`config.mk`:
```
export PLATFORM = sky130hd
export DESIGN_NAME = mci_mcu_halt_responder
export DESIGN_NICKNAME = d
export VERILOG_FILES = /design/src/rtl/mci_pkg.sv /design/src/rtl/mci_outstanding_ctr.sv /design/src/rtl/mci_mcu_halt_responder.sv
export SDC_FILE = /design/constraint.sdc
export NUM_CORES = 1
export LEC_CHECK = 0
export CORE_ASPECT_RATIO = 1.1
export CORE_MARGIN = 5
export CORE_UTILIZATION = 40
export DETAILED_ROUTE_END_ITERATION = 7
export PLACE_DENSITY = 0.62
export SYNTH_ARGS = -nofsm -noshare
export SYNTH_HDL_FRONTEND = slang
export SYNTH_SLANG_ARGS = --single-unit
```
`constraint.sdc`:
```
create_clock -name clk -period 2.4 [get_ports clk]
set_input_delay 0.24 -clock clk [delete_from_list [all_inputs] [get_ports clk]]
set_output_delay 0.24 -clock clk [all_outputs]
set_load 0.1 [all_outputs]
```
`src/rtl/mci_pkg.sv`:
```
// Shared types and constants for the MCU halt responder.
//   mci_halt_rsp_state_e   : responder FSM state encoding (also exported on state_o)
//   MCI_HALT_DRAIN_TIMEOUT : default drain budget in cycles
//   MCI_HALT_OUTSTANDING_W : default width of the outstanding-transaction counter
//   mci_tmo_width()        : width of a counter that must reach timeout-1 (never 0)
package mci_pkg;

  typedef enum logic [2:0] {
    HALT_RSP_RUN       = 3'd0,
    HALT_RSP_DRAIN     = 3'd1,
    HALT_RSP_HALT_CORE = 3'd2,
    HALT_RSP_HALTED    = 3'd3,
    HALT_RSP_RELEASE   = 3'd4
  } mci_halt_rsp_state_e;

  localparam int unsigned MCI_HALT_DRAIN_TIMEOUT = 1024;
  localparam int unsigned MCI_HALT_OUTSTANDING_W = 4;

  // A timeout of 1 still needs a 1-bit counter.
  function automatic int unsigned mci_tmo_width(input int unsigned timeout);
    return (timeout > 1) ? $clog2(timeout) : 1;
  endfunction

endpackage

```
`src/rtl/mci_outstanding_ctr.sv`:
```
// Saturating up/down count of outstanding MCU AXI transactions.
//   clk, rst_b       : clock, async active-low reset
//   issue_i          : a transaction was issued this cycle
//   done_i           : a transaction completed this cycle
//   cnt_o            : current outstanding count (saturates at 2^W-1)
//   underflow_err_o  : sticky, completion seen with nothing outstanding
module mci_outstanding_ctr
  import mci_pkg::*;
#(
  parameter int unsigned W = MCI_HALT_OUTSTANDING_W
) (
  input  logic         clk,
  input  logic         rst_b,
  input  logic         issue_i,
  input  logic         done_i,
  output logic [W-1:0] cnt_o,
  output logic         underflow_err_o
);

  localparam logic [W-1:0] CNT_MAX = '1;

  logic [W-1:0] cnt_q, cnt_d;
  logic         uf_q,  uf_d;

  // Issue and done together cancel; done at zero flags instead of wrapping.
  always_comb begin
    cnt_d = cnt_q;
    uf_d  = uf_q;
    case ({issue_i, done_i})
      2'b10: if (cnt_q != CNT_MAX) cnt_d = cnt_q + W'(1);
      2'b01: begin
        if (cnt_q == '0) uf_d  = 1'b1;
        else             cnt_d = cnt_q - W'(1);
      end
      default: ;
    endcase
  end

  always_ff @(posedge clk or negedge rst_b) begin
    if (!rst_b) begin
      cnt_q <= '0;
      uf_q  <= 1'b0;
    end else begin
      cnt_q <= cnt_d;
      uf_q  <= uf_d;
    end
  end

  assign cnt_o           = cnt_q;
  assign underflow_err_o = uf_q;

endmodule

```
`src/rtl/mci_mcu_halt_responder.sv`:
```
// MCU-side responder to the MCI boot FSM halt handshake: on a halt request it
// blocks new fetches, drains outstanding AXI traffic, halts the core and acks;
// it releases the core once the boot FSM drops the request.
//   clk, rst_b           : clock, async active-low reset
//   halt_req_i           : level halt request from the boot FSM
//   txn_issue_i/done_i   : AXI issue / completion pulses from the MCU master
//   core_halted_i        : MCU core halted status
//   fetch_block_o        : block new fetches / AXI issues
//   core_halt_req_o      : halt request to the MCU core
//   halt_ack_o           : halted and drained
//   drain_timeout_err_o  : sticky, drain ran out of budget
//   cnt_underflow_err_o  : sticky, completion with nothing outstanding
//   outstanding_cnt_o    : outstanding transaction count
//   state_o              : FSM state (mci_halt_rsp_state_e)
module mci_mcu_halt_responder
  import mci_pkg::*;
#(
  parameter int unsigned OUTSTANDING_W = MCI_HALT_OUTSTANDING_W,
  parameter int unsigned DRAIN_TIMEOUT = MCI_HALT_DRAIN_TIMEOUT
) (
  input  logic                     clk,
  input  logic                     rst_b,
  input  logic                     halt_req_i,
  input  logic                     txn_issue_i,
  input  logic                     txn_done_i,
  input  logic                     core_halted_i,
  output logic                     fetch_block_o,
  output logic                     core_halt_req_o,
  output logic                     halt_ack_o,
  output logic                     drain_timeout_err_o,
  output logic                     cnt_underflow_err_o,
  output logic [OUTSTANDING_W-1:0] outstanding_cnt_o,
  output logic [2:0]               state_o
);

  localparam int unsigned TMO_W = mci_tmo_width(DRAIN_TIMEOUT);
  localparam logic [TMO_W-1:0] TMO_LAST = TMO_W'(DRAIN_TIMEOUT - 1);

  localparam logic [2:0] ST_RUN       = HALT_RSP_RUN;
  localparam logic [2:0] ST_DRAIN     = HALT_RSP_DRAIN;
  localparam logic [2:0] ST_HALT_CORE = HALT_RSP_HALT_CORE;
  localparam logic [2:0] ST_HALTED    = HALT_RSP_HALTED;
  localparam logic [2:0] ST_RELEASE   = HALT_RSP_RELEASE;

  logic [2:0]               state_q, state_d;
  logic [TMO_W-1:0]         tmo_q,   tmo_d;
  logic                     tmo_err_q, tmo_err_d;
  logic [OUTSTANDING_W-1:0] cnt;

  // Outstanding count runs in every state, independent of the FSM.
  mci_outstanding_ctr #(
    .W (OUTSTANDING_W)
  ) u_ctr (
    .clk             (clk),
    .rst_b           (rst_b),
    .issue_i         (txn_issue_i),
    .done_i          (txn_done_i),
    .cnt_o           (cnt),
    .underflow_err_o (cnt_underflow_err_o)
  );

  // Next state; timeout counter is zero everywhere but DRAIN, so entry clears it.
  always_comb begin
    state_d   = state_q;
    tmo_d     = '0;
    tmo_err_d = tmo_err_q;
    case (state_q)
      ST_RUN: begin
        if (halt_req_i) state_d = ST_DRAIN;
      end
      ST_DRAIN: begin
        tmo_d = tmo_q + TMO_W'(1);
        if (!halt_req_i) begin
          state_d = ST_RELEASE;
        end else if ((cnt == '0) && !txn_issue_i) begin
          state_d = ST_HALT_CORE;
        end else if ((tmo_q == TMO_LAST) && (cnt != '0)) begin
          tmo_err_d = 1'b1;
          state_d   = ST_HALT_CORE;
        end
      end
      ST_HALT_CORE: begin
        if (!halt_req_i)        state_d = ST_RELEASE;
        else if (core_halted_i) state_d = ST_HALTED;
      end
      ST_HALTED: begin
        if (!halt_req_i) state_d = ST_RELEASE;
      end
      ST_RELEASE: begin
        // A new request is only honoured once back in RUN.
        if (!core_halted_i) state_d = ST_RUN;
      end
      default: state_d = ST_RUN;
    endcase
  end

  always_ff @(posedge clk or negedge rst_b) begin
    if (!rst_b) begin
      state_q   <= ST_RUN;
      tmo_q     <= '0;
      tmo_err_q <= 1'b0;
    end else begin
      state_q   <= state_d;
      tmo_q     <= tmo_d;
      tmo_err_q <= tmo_err_d;
    end
  end

  // Outputs decode the state register only; illegal encodings keep fetches blocked.
  always_comb begin
    fetch_block_o   = 1'b0;
    core_halt_req_o = 1'b0;
    halt_ack_o      = 1'b0;
    case (state_q)
      ST_RUN: ;
      ST_DRAIN: fetch_block_o = 1'b1;
      ST_HALT_CORE: begin
        fetch_block_o   = 1'b1;
        core_halt_req_o = 1'b1;
      end
      ST_HALTED: begin
        fetch_block_o   = 1'b1;
        core_halt_req_o = 1'b1;
        halt_ack_o      = 1'b1;
      end
      ST_RELEASE: fetch_block_o = 1'b1;
      default:    fetch_block_o = 1'b1;
    endcase
  end

  assign drain_timeout_err_o = tmo_err_q;
  assign outstanding_cnt_o   = cnt;
  assign state_o             = state_q;

endmodule

```
* Yosys cells after proc, flatten, opt, wreduce, memory -nomap -nowiden *
Cells that the tools add are included.
W data, S select, Z words.

word-level totals
  register bits after elaboration = 19
  input port bits = 6
  output and inout bits = 12
  logic and storage cells = 52

operators by class
  $add $sub $neg = 3
  eq/ne operators = 15
  multiplexer cells = 16
  bitwise operators = 1
  reduce and logical (&&, ||, !) cells = 12

operators by type and width
  operator                 count
  $mux W3                  8
  $pmux W3 S5              1
  $add A10 B1 Y10 const B  1
  $eq A10 B10 Y1 const B   1
  $mux W10                 1
  $mux W4                  2
  $ne A2 B2 Y1 const B     4
  $ne A4 B4 Y1 const B     2
  $pmux W4 S2              1
  $eq A3 B2 Y1 const B     2
  $reduce_and A5 Y1        1
  $add A4 B1 Y4 const B    1
  $logic_not A4 Y1         1
  $reduce_and A4 Y1        1
  $reduce_bool A4 Y1       1
  $sub A4 B1 Y4 const B    1
  $eq A3 B1 Y1 const B     1
  $eq A3 B3 Y1 const B     1
  $logic_not A3 Y1         1
  $mux W1                  3
  $ne A3 B3 Y1 const B     1
  $reduce_and A3 Y1        1
  $eq A2 B1 Y1 const B     1
  $eq A2 B2 Y1 const B     1
  7 further kinds          8

* Logic depth before layout (Yosys ltp) *
Gate-level depths: netlist of run 1.

  depth in word-level cells = 6
  gate-level depth with buffers = 6
  mapped depth without buffers = 6

* Hierarchy *
A second synthesis of run 1 with hierarchy kept.

second synthesis, totals
  cell total of the unflattened synthesis = 112
  area, all modules = 1,091.0 sq um

by module, submodules not included
  module                  times used  cells an instance  area an instance (sq um)  sequential area each (sq um)
  mci_mcu_halt_responder  1           71                 706.9                     350.3
  mci_outstanding_ctr     1           41                 384.1                     125.1

* Worst setup path before layout of run 1 *
Ideal clock, no wire load.

  path type = reg-to-output
  start point = reg state_q[1] (netlist: state_o[1])
  end point = out halt_ack_o
  arrival = 3.394 ns
  required time = 2.160 ns
  slack = -1.234 ns
  stages on the path, launching flop included = 3
  buffers on the path = 0
  cell sequence = dfrtp_1 -> nor2b_1 -> and2_1

between the ends
  cells in the longest elaborated chain, start to end = 2

ends and longest elaborated chain
  element                 line                           text
  start, declared         mci_mcu_halt_responder.sv:45   logic [2:0] state_q, state_d;
  start signal, assigned  mci_mcu_halt_responder.sv:103  state_q <= state_d;
  $eq A3 B2 Y1            mci_mcu_halt_responder.sv:114  case (state_q)
  $mux W1                 mci_mcu_halt_responder.sv:114
  end, declared           mci_mcu_halt_responder.sv:29   output logic halt_ack_o,

No other way between the ends.

* Worst setup path after layout of run 1 *
  start point = in txn_done_i
  end point = reg u_ctr.cnt_q[3] (netlist: u_ctr.cnt_o[3])

between the ends
  cells in the longest elaborated chain, start to end = 3
  elaborated cells on any way between the ends = 7
  classes of those cells = eq/ne: 4; mux: 1; reduce/logical: 2

ends and longest elaborated chain
  element                                                      line                          text
  start, declared                                              mci_mcu_halt_responder.sv:25  input logic txn_done_i,
  $eq A2 B2 Y1 / $eq A2 B1 Y1 (equally long branches)          mci_outstanding_ctr.sv:29     case ({issue_i, done_i})
  $ne A2 B1 Y1 (no source line), or another cell as far along  --
  $reduce_and A3 Y1 (no source line)                           --
  end signal, assigned                                         mci_outstanding_ctr.sv:44     cnt_q <= cnt_d;
  end, declared                                                mci_outstanding_ctr.sv:22     logic [W-1:0] cnt_q, cnt_d;

Several ways; a longest one is shown, not always the timed one.
A chain may end at the register's enable or synchronous reset.

==> results of run 1 <==
-- metal layers --
| metal | track usage [%] | share of wire, % |
|---|---|---|
| met5 | 0 | 0 |
| met4 | 3.97 | 0.73 |
| met3 | 2.69 | 3.7 |
| met2 | 21.4 | 50 |
| met1 | 15.5 | 46 |
-- synth_stat cells, drive strengths merged --
cell     number
dfrtp        19
nor2         11
xor2          8
nand2         7
nand4         6
inv           5
nand3         4
and4          3
ha            3
nor2b         3
xnor2         3
mux2i         2
nand3b        2
o2111ai       2
o21bai        2
a21o          1
a21oi         1
a31o          1
and2          1
and3          1
clkbuf        1
fa            1
mux2          1
nand2b        1
nor3          1
o21ai         1
or4           1
-- state kept, by name (all words and copies together) (netlist names) --
register	flops
tmo_q	10
drain_timeout_err_o	1
state_o	3
u_ctr.underflow_err_o	1
u_ctr.cnt_o	4
-- critical path: cells and delay by family --
family                     cells  cell delay [ps]
adders and majority gates      1              290
AOI/OAI and AO/OA              2              370
and+or+nand+nor                1              290
muxes                          1              230
xor gates and xnor gates       1              160
buffers and inverters          1              470
-- stage by stage --
stage                     instance area (um2)  std cells
after CTS                                1190        143
after global routing                     1190        143
after detailed placement                 1160        139
final                                    1190        143
after floorplan                           982         92
after global placement                   1160        139
-- final timing paths --
kind	startpoint	end	cells past startpoint
setup reg to reg	u_ctr.cnt_o[0]	state_o[0]	4
hold reg to reg	tmo_q[0]	tmo_q[0]	1
hold / removal	rst_b	state_o[1]	2
max in group asynchronous	rst_b	state_o[1]	2
setup / recovery	txn_done_i	u_ctr.cnt_o[3]	7
min in group clk	tmo_q[0]	tmo_q[0]	1
-- kinds of logic (layout without fill, tap and decap cells) --
family                     Yosys count  count (layout)  share of synthesized area [%]
adders and majority gates            4               4                           5.92
xor gates and xnor gates            11              11                           9.91
buffers and inverters                6              27                           2.32
and+or+nand+nor                     41              41                           23.2
AOI/OAI and AO/OA                    8               8                           6.18
muxes                                3               3                           3.60
DFF                                 19              19                           48.9
-- cell type report --
cell class                 count  area [um2]
fill                         221        1110
multi-input combinational     67         483
sequential                    19         477
timing repair buffer          18         148
tap                           30        37.5
clock buffer                   4        26.3
inverter                       5        18.8
==> metrics.csv, run 1 <==
stage,metric,value,unit
clock_tree,post_cts resized,0,
place,pre-CTS setup slack,263,ps
synthesis,YS warnings,0,
drt,DRC Markers,0,
clock_tree,Skew-Pair Late Insertion Delay,280,ps
clock_tree,H-tree lvl count,1,
critical_path,CP Class,input pin to flop,
drt,vias per inst,5.07,
clock_tree,Inserted Clock Buffers,3,
critical_path,cell breakdown of the critical path,clkdlybuf4s50_1 -> nor2b_1 -> ha_1 -> a21o_2 -> a21oi_1 -> mux2i_1 -> xor2_1,
synthesis,synth unique cells,28,
clock_tree,"Reg clk slew, reported paths",100,ps
synthesis,sequential fraction of the synthesis area,48.9,%
clock_tree,CTS tree,yes,
sta,fin crit share,76.5,%
place,IO buf count,17,
floorplan,initial core utilization,42.3,%
global_routing,vias in the first global route,733,
cells_and_area,"commonest cells after routing, fill and taps aside","dfrtp_1, buf_4, nor2_1",
synthesis,syn avg cell area,10.6,um2
global_routing,antenna violations before repair,0,
global_routing,total global-route track usage,12.3,%
floorplan,Core Box Area,2300,um2
place,gp weighted congestion,0.728,
drt,Detail Route Antenna Nets,0,
cells_and_area,P&R area growth vs syn,22.4,%
synthesis,number of synthesized register bits,19,
synthesis,leading area contributor after synthesis,dfrtp_1,
clock_tree,Sink Count,19,
synthesis,synthesized cell area,972,um2
floorplan,io pins,18,
sta,fmax,545,MHz
critical_path,Critical Path RT,2610,ps
clock_tree,postcts setup bufs,0,
cells_and_area,Final Core Density,51.8,%
global_routing,largest net degree at the start of global routing,20,
critical_path,Worst Path Arrival,2050,ps
worst_hold_path,HP Class,input pin to async pin,
sta,"Slew Viols, Final",0,
clock_tree,clock root cell,clkbuf_4,
drt,DR WL/cell,12.5,um
critical_path,Crit-path slowest cell,clkdlybuf4s50_1,
sta,final setup TNS,0,ps
sta,Worst Max-Slew Pin Slew,304,ps
cells_and_area,share of cells above drive strength 1,22.1,%
synthesis,Synth Net Count,102,
sta,Tmin final,1840,ps
global_routing,first-pass GRT wire length,3330,um
cells_and_area,antenna cells,0,
drt,Detailed Route Iter0 Violations,7,
critical_path,Worst path max stage delay,470,ps
synthesis,Synth Instances,92,
critical_path,CP Max Fanout,4,
cells_and_area,"commonest non-fill, non-tap cell in the layout",dfrtp_1,
global_routing,global route total overflow,0,
drt,via count,725,
clock_tree,clock buffer depth,2,
clock_tree,hold-fix buffers at CTS,0,
outcome,outcome,"finished, final reports clean",
critical_path,Critical Path End Type,flop,
sta,Slew headroom,79.7,%
floorplan,Die H,61.7,um
floorplan,Die ar.,3520,um2
floorplan,FP Rows,18,
drt,Routed WL,1790,um
flow_run,Max Cap Viol,0,
sta,Final Hold Viols,0,
floorplan,chip width,57.0,um
cells_and_area,Post-layout nets,124,
place,DP HPWL,1400,um
synthesis,most area-consuming cells after synthesis,"dfrtp_1, xor2_1, nor2_1, ha_1, nand4_1",
sta,setup ws final,565,ps
synthesis,post-synth top area share,48.9,%
critical_path,Critical Path Start Type,input pin,
sta,Final setup viols,0,
sta,Max Clock Skew,2.65,ps
sta,RSZ-0062 raised after global routing,no,
critical_path,reg2reg setup slack,770,ps
drt,Pre-antenna DRT Iters,2,
sta,Hold WS,278,ps
Power of run 1 is left out: the tool's default activity adds up to more than one toggle a clock period on the data nets, which glitch-free logic cannot reach.
==> run 2, diff against run 1 <==
PLACE_DENSITY = 0.64   (was 0.62)
clock period = 1.65 ns   (was 2.4 ns; I/O delays follow)
==> run 2 against run 1 <==
Effect of this change:
- hold slack worse by 93 ps
- flip-flop and latch count unchanged
- critical path type is now flop to flop
- cell area up 24%
- critical endpoint is now u_ctr.cnt_o[2]
- routed wire length up 16%
- sequential share of layout area down 6.6 points
- via count up 7.2%
- global-route usage up 0.45 points
- cell count up 5.6%
==> metrics.csv, run 2 (synthesized netlist as in run 1, its figures left out) <==
stage,metric,value,unit
sta,fin crit share,98.5,%
drt,top layer in use,met4,
critical_path,cell mode on critical path,nand2_2,
critical_path,Worst path max stage delay,540,ps
critical_path,Critical Path Start Type,flop,
critical_path,R2R Path Start,u_ctr.cnt_o[1],
place,IO buf count,17,
clock_tree,clock root cell,clkbuf_4,
critical_path,Crit-path slowest cell,or4_4,
drt,Routed WL,2080,um
sta,Slew headroom,79.8,%
floorplan,initial core utilization,42.3,%
sta,Final setup viols,0,
floorplan,Core Box Area,2300,um2
global_routing,global route total overflow,0,
global_routing,vias in the first global route,732,
critical_path,CP Class,flop to flop,
critical_path,R2R depth,4,
drt,DR WL/cell,13.8,um
drt,Pre-antenna DRT Iters,4,
place,placed inst area,1410,um2
clock_tree,Skew-Pair Late Insertion Delay,300,ps
cells_and_area,P&R area growth vs syn,51.9,%
drt,routed length on met3,106,um
critical_path,Critical Path RT,1840,ps
cells_and_area,flip-flop count of the largest register after layout,10,
clock_tree,H-tree lvl count,1,
sta,Final Hold Viols,0,
cells_and_area,"commonest cells after routing, fill and taps aside","dfrtp_1, buf_12, nor2_1",
worst_hold_path,HP Class,input pin to async pin,
drt,Met1 Wirelength,972,um
critical_path,cell breakdown of the critical path,or4_4 -> nand2_2 -> nand2_2 -> mux2_4,
clock_tree,"Reg clk slew, reported paths",110,ps
outcome,outcome,"finished, final reports clean",
floorplan,chip width,57.0,um
global_routing,antenna violations before repair,0,
clock_tree,clock buffer depth,2,
critical_path,crit path to,u_ctr.cnt_o[2],
floorplan,Die ar.,3520,um2
critical_path,reg2reg setup slack,20,ps
floorplan,io pins,18,
cells_and_area,antenna cells,0,
global_routing,total global-route track usage,12.7,%
flow_run,Max Cap Viol,0,
drt,DRC Markers,0,
critical_path,Critical Path End Type,flop,
drt,Detailed Route Iter0 Violations,11,
critical_path,Worst R2R End,u_ctr.cnt_o[2],
sta,RSZ-0062 raised after global routing,yes,
floorplan,FP Rows,18,
sta,fmax,615,MHz
sta,Max Clock Skew,6.09,ps
cells_and_area,Largest Register,tmo_q,
global_routing,first-pass GRT wire length,3370,um
cells_and_area,Post-layout nets,132,
drt,Detail Route Antenna Nets,0,
place,gp weighted congestion,0.768,
drt,via count,777,
sta,Tmin final,1630,ps
drt,metal2 WL,943,um
sta,Worst Max-Slew Pin Slew,302,ps
place,DP HPWL,1510,um
drt,vias per inst,5.15,
floorplan,Die H,61.7,um
critical_path,Worst Path Arrival,1820,ps
critical_path,CP Max Fanout,4,
clock_tree,Inserted Clock Buffers,3,
critical_path,CP startpoint,u_ctr.cnt_o[1],
cells_and_area,design area,1480,um2
sta,"Slew Viols, Final",0,
cells_and_area,share of cells above drive strength 1,38.8,%
global_routing,largest net degree at the start of global routing,20,
clock_tree,Sink Count,19,
clock_tree,CTS tree,yes,
## run 2: critical path: cells and delay by family (launching register included)
kind          cells  cell delay [ps]
simple gates      3              700
flops             1              520
mux               1              290
## run 2: layout make-up
type | count | area [um2]
inverters | 5 | 18.8
clock inverters | 1 | 5.00
fillers | 202 | 821
clock buffers | 3 | 22.5
flip-flops and latches | 19 | 494
well taps | 30 | 37.5
multi-input cells | 67 | 538
repair buffers | 26 | 360
## run 2: metal layers
layer,up-vias,track usage [%]
met1,375,16.9
met5,-,0
met2,19,18.4
li1,378,-
met4,0,7.95
met3,5,3.72
## run 2: worst min-delay path by stage
stage,from,endpoint,depth (start not counted)
after global placement,tmo_q[0],tmo_q[0],1
after floorplan,rst_b,drain_timeout_err_o,0
final,rst_b,tmo_q[5],2
after CTS,rst_b,tmo_q[5],2
after detailed placement,tmo_q[0],tmo_q[0],1
after global routing,rst_b,tmo_q[5],2
## run 2: through the flow
stage / setup TNS, ps / worst slack, ps / instances / hold WS (ps) / utilization, %
finish: 0 / 24.2 / 151 / 185 / 64.3
CTS: 0 / 20.8 / 150 / 189 / 62.6
detailed placement: -480 / -267 / 146 / 486 / 61.4
global route: -4.01 / -4.01 / 151 / 209 / 64.3
floorplan: -449 / -203 / 92 / -131 / -
global placement: -433 / -227 / 146 / 475 / 61.4
## run 2: timing repair
| item | CTS | global route |
|---|---|---|
| setup buffers | 0 | 1 |
| gates resized for setup | 0 | 5 |
| setup endpoints to repair | 0 | 6 |
| endpoints found under the hold margin | 0 | 0 |
| hold buffers | 0 | 0 |
Power of run 2 is left out for the same reason.
